$ cat src/rtl/serv_immenc.sv
// serv_immenc: bit-serial immediate encoder. Collects a 32-bit immediate
// LSB-first and packs it with parallel register/opcode fields into an RV32
// instruction word (R/I/S/B/U/J). It also flags immediates that the chosen
// format cannot represent.
module serv_immenc (
  input  logic        i_clk,
  input  logic        i_rst_n,
  input  logic        i_start,
  input  logic [2:0]  i_fmt,
  input  logic [6:0]  i_opcode,
  input  logic [2:0]  i_funct3,
  input  logic [6:0]  i_funct7,
  input  logic [4:0]  i_rd,
  input  logic [4:0]  i_rs1,
  input  logic [4:0]  i_rs2,
  input  logic        i_imm,
  input  logic        i_imm_valid,
  output logic        o_busy,
  output logic [31:0] o_insn,
  output logic        o_err,
  output logic        o_valid,
  input  logic        i_ready
);

  localparam logic [1:0] IDLE  = 2'd0;
  localparam logic [1:0] SHIFT = 2'd1;
  localparam logic [1:0] DONE  = 2'd2;

  localparam logic [2:0] FMT_R = 3'd0;
  localparam logic [2:0] FMT_I = 3'd1;
  localparam logic [2:0] FMT_S = 3'd2;
  localparam logic [2:0] FMT_B = 3'd3;
  localparam logic [2:0] FMT_U = 3'd4;
  localparam logic [2:0] FMT_J = 3'd5;

  logic [1:0]  state;
  logic [2:0]  fmt_q, f3_q;
  logic [6:0]  op_q, f7_q;
  logic [4:0]  rd_q, rs1_q, rs2_q;
  logic [4:0]  cnt;
  logic [31:0] imm_q;

  // Packing sources: the live inputs while idle (R/illegal pack on the start
  // cycle), the latched fields otherwise. The immediate includes the bit
  // arriving this cycle, so the result can be registered on the last strobe.
  logic        idle;
  logic [2:0]  s_fmt, s_f3;
  logic [6:0]  s_op, s_f7;
  logic [4:0]  s_rd, s_rs1, s_rs2;
  logic [31:0] s_imm;
  logic        fmt_serial;

  // Select the packing source between the live inputs and the latched fields.
  always_comb begin
    idle       = (state == IDLE);
    s_fmt      = idle ? i_fmt    : fmt_q;
    s_op       = idle ? i_opcode : op_q;
    s_f3       = idle ? i_funct3 : f3_q;
    s_f7       = idle ? i_funct7 : f7_q;
    s_rd       = idle ? i_rd     : rd_q;
    s_rs1      = idle ? i_rs1    : rs1_q;
    s_rs2      = idle ? i_rs2    : rs2_q;
    s_imm      = {i_imm, imm_q[31:1]};
    fmt_serial = (i_fmt != FMT_R) && (i_fmt <= FMT_J);
  end

  logic [31:0] pk_insn;
  logic        pk_err;

  // Pack the word for the selected format and check that the immediate fits.
  // A "fits" check means that the bits above the encoded field are a pure
  // sign extension, and that the bits below it are zero where the format drops them.
  always_comb begin
    pk_insn = {s_f7, s_rs2, s_rs1, s_f3, s_rd, s_op};
    pk_err  = 1'b0;
    case (s_fmt)
      FMT_R: pk_err = 1'b0;
      FMT_I: begin
        pk_insn = {s_imm[11:0], s_rs1, s_f3, s_rd, s_op};
        pk_err  = !((&s_imm[31:11]) || !(|s_imm[31:11]));
      end
      FMT_S: begin
        pk_insn = {s_imm[11:5], s_rs2, s_rs1, s_f3, s_imm[4:0], s_op};
        pk_err  = !((&s_imm[31:11]) || !(|s_imm[31:11]));
      end
      FMT_B: begin
        pk_insn = {s_imm[12], s_imm[10:5], s_rs2, s_rs1, s_f3,
                   s_imm[4:1], s_imm[11], s_op};
        pk_err  = s_imm[0] || !((&s_imm[31:12]) || !(|s_imm[31:12]));
      end
      FMT_U: begin
        pk_insn = {s_imm[31:12], s_rd, s_op};
        pk_err  = |s_imm[11:0];
      end
      FMT_J: begin
        pk_insn = {s_imm[20], s_imm[10:1], s_imm[11], s_imm[19:12], s_rd, s_op};
        pk_err  = s_imm[0] || !((&s_imm[31:20]) || !(|s_imm[31:20]));
      end
      default: pk_err = 1'b1;
    endcase
  end

  // Control FSM: latch on start, shift 32 bits, then hold the result until it is accepted.
  always_ff @(posedge i_clk or negedge i_rst_n) begin
    if (!i_rst_n) begin
      state   <= IDLE;
      fmt_q   <= '0;
      op_q    <= '0;
      f3_q    <= '0;
      f7_q    <= '0;
      rd_q    <= '0;
      rs1_q   <= '0;
      rs2_q   <= '0;
      cnt     <= '0;
      imm_q   <= '0;
      o_insn  <= '0;
      o_err   <= 1'b0;
      o_valid <= 1'b0;
    end else begin
      case (state)
        IDLE: if (i_start) begin
          fmt_q <= i_fmt;
          op_q  <= i_opcode;
          f3_q  <= i_funct3;
          f7_q  <= i_funct7;
          rd_q  <= i_rd;
          rs1_q <= i_rs1;
          rs2_q <= i_rs2;
          cnt   <= '0;
          imm_q <= '0;
          if (fmt_serial) begin
            state <= SHIFT;
          end else begin
            o_insn  <= pk_insn;
            o_err   <= pk_err;
            o_valid <= 1'b1;
            state   <= DONE;
          end
        end
        SHIFT: if (i_imm_valid) begin
          imm_q <= s_imm;
          cnt   <= cnt + 5'd1;
          if (cnt == 5'd31) begin
            o_insn  <= pk_insn;
            o_err   <= pk_err;
            o_valid <= 1'b1;
            state   <= DONE;
          end
        end
        DONE: if (i_ready) begin
          o_valid <= 1'b0;
          state   <= IDLE;
        end
        default: state <= IDLE;
      endcase
    end
  end

  assign o_busy = (state != IDLE);

endmodule

$ cat config.mk
export PLATFORM = sky130hd
export DESIGN_NAME = serv_immenc
export DESIGN_NICKNAME = d
export VERILOG_FILES = /design/src/rtl/serv_immenc.sv
export SDC_FILE = /design/constraint.sdc
export NUM_CORES = 1
export LEC_CHECK = 0
export CAP_MARGIN = 10
export CORE_MARGIN = 1
export CORE_UTILIZATION = 30
export DETAILED_ROUTE_END_ITERATION = 8
export GPL_ROUTABILITY_DRIVEN = 0
export PLACE_DENSITY = 0.48
export SYNTH_ARGS = -nofsm -noshare
export SYNTH_HDL_FRONTEND = slang
export SYNTH_SLANG_ARGS = --single-unit
$ cat constraint.sdc
create_clock -name i_clk -period 2.4 [get_ports i_clk]
set_input_delay 0.24 -clock i_clk [delete_from_list [all_inputs] [get_ports i_clk]]
set_output_delay 0.24 -clock i_clk [all_outputs]
set_load 0.01 [all_outputs]
==> results.tsv <==
metric	value	unit
status	completed	
grt_max_degree	48	
die_area	17300	µm²
layout.cells.non_filler	781	
grt_pass1_vias	3990	
final_nets	599	
rsz0062_at_grt	no	
reg2reg_slack	250	ps
rows	47	
drc	0	
dp.cells	764	
overflow	0	
critical_path_class	reg2reg	
drt_first_iter_violations	287	
ant_nets	0	
cts_root_buffer	clkbuf_16	
hold_path.class	in2async	
met3_usage	0.0247	
worst_pin_slew	939	ps
cts_tree	done	
drive_gt1_frac	0.164	
vdd_drop_max	0.538	mV
final_max_slew_viol_count	0	
met1_usage	0.221	
clock_skew	9.41	ps
critical-path-max-stage-delay	710	ps
synth_area	5040	µm²
clkTransAtPathRegs	70	ps
setup_violations	0	
first_pass_iters	8	
cp.arrival	2430	ps
hold_viol_final	0	
use_met2	0.255	
holdBufCountCts	1	
crit_required	2670	ps
viasPerCell	5.09	
fin_crit_sh	0.898	
cp_slowest_cell	nor2_1	
grt_use_total	0.161	
grt_pass1_wl	21900	µm
cellPowerDensity	1300	nW/µm²
cts-htree-levels	3	
dp_hpwl	9340	µm
startpoint_type	flip-flop	
clkSinkCount	107	
total_leakage_power	2.78	nW
layout_min_cycle_time	2150	ps
synth_edf_count	0	
max_cap_violations	0	
antenna_found_initial	0	
cts_buffers	9	
worstPathCellList	buf_4, o22ai_1, o21ai_2, nor2_1, a21boi_0, a41oi_1	
relSlewSlack	0.372	
ys_types	54	
clk_path_buf_depth	2	
grt.busiest_layer	met2	
pin_count	76	
r2r_start	state[0]	
start_util	0.305	
syn_nets	521	
yosys_register_bits	107	
critPathTopFamily	compound AO/OA/AOI/OAI gates	
timing.fmax	464	MHz
critical_path_depth	6	
postCtsSetupBuffers	0	
die_height	132	µm
syn2layout_area_growth	27.7	%
wl	13400	µm
synth_ff_type	dfrtp_1	
syn_area_per_cell	10.5	µm²
yosysSeqAreaShare	0.531	
final.setup.tns	0	ps
n_antenna_cell	0	
ctsResizeCount	0	
clock_latency	350	ps
crit_buf_inv	1	
core-area	16500	µm²
yosysWarnings	0	
die_w	132	µm
async_flop_share	1.00	
portBuffers	75	
netlist_instances	478	
r2r-end	o_err	
worst_r2r_path_depth	6	
cp-end-kind	flip-flop	
vias	3977	
path_max_fanout	13	
wl_per_cell	17.1	µm
-- state kept, by name (all words and copies together), names as in the netlist, 5 cells and up --
| name | cells |
|---|---|
| rs1_q | 5 |
| f7_q | 7 |
| op_q | 7 |
| rd_q | 5 |
| rs2_q | 5 |
| o_insn | 32 |
| cnt | 5 |
| imm_q | 31 |
-- layer usage --
layer  part of all wire  wire, µm
met4              0.016       217
met1               0.48      6350
met5                  0         0
met3              0.032       429
met2               0.48      6360
-- cells by family after synthesis --
logic type      Yosys count  share of synthesized area
simple gates            165                      0.150
buf+inv                  38                     0.0382
mux                      38                     0.0868
compound gates          125                      0.183
flops                   107                      0.531
xor+xnor                  3                    0.00521
fa+ha+maj                 2                    0.00496
-- area by class of cell --
type                            count  area [µm²]
Timing Repair Buffer               99         943
Fill cell                        1627       10100
Clock buffer                       10         229
Clock inverter                      6         119
Sequential cell                   107        2680
Multi-Input combinational cell    333        2170
Inverter                            6        25.0
Tap cell                          220         275
-- through the flow --
step / hold slack, ps / worst slack, ps / utilization / total power [mW] / instance area, µm²
global placement: 211 / 69.6 / 0.368 / 6.67 / 6080
detailed placement: 213 / 38.6 / 0.368 / 6.73 / 6080
CTS: 372 / 233 / 0.390 / 8.50 / 6440
floorplan: -55.6 / 516 / - / 5.28 / 5040
global route: 387 / 73.2 / 0.390 / 9.00 / 6440
finish: 367 / 246 / 0.390 / 8.38 / 6440
-- layout by cell type, fill, tap and decap left out, types with 8 or more instances in the layout --
master,netlist,final
nand2_1,101,101
o21ai_1,12,12
clkbuf_16,0,9
a21oi_1,8,8
clkdlybuf4s50_1,0,74
buf_4,5,23
nand3_1,15,15
nor4_1,8,8
mux2_2,36,36
dfrtp_1,107,107
a22o_1,34,34
a31oi_1,11,11
o21ai_0,28,28
nor2_1,17,17
-- worst max-delay path by stage --
stage	from	to	slack (ps)
global route	state[0]	o_err	70
global placement	i_fmt[1]	o_err	70
finish	state[0]	o_err	250
floorplan	cnt[0]	o_insn[20]	520
detailed placement	i_fmt[1]	o_err	40
CTS	state[0]	o_err	230
-- cell usage after synthesis (8+ instances only) --
library cell	n	share of area
nand3_1	15	0.015
buf_2	11	0.011
nand2_1	101	0.075
nor2_1	17	0.013
a22o_1	34	0.059
clkbuf_1	11	0.0082
a21oi_1	8	0.0079
o21ai_0	28	0.028
nor4_1	8	0.0099
dfrtp_1	107	0.53
o21ai_1	12	0.012
a31oi_1	11	0.014
mux2_2	36	0.080
-- power by group --
group          switching, mW  internal (mW)
sequential             0.389           2.42
clock                  0.705           1.03
combinational           2.08           1.75
Power figures use the tool's default switching activity.
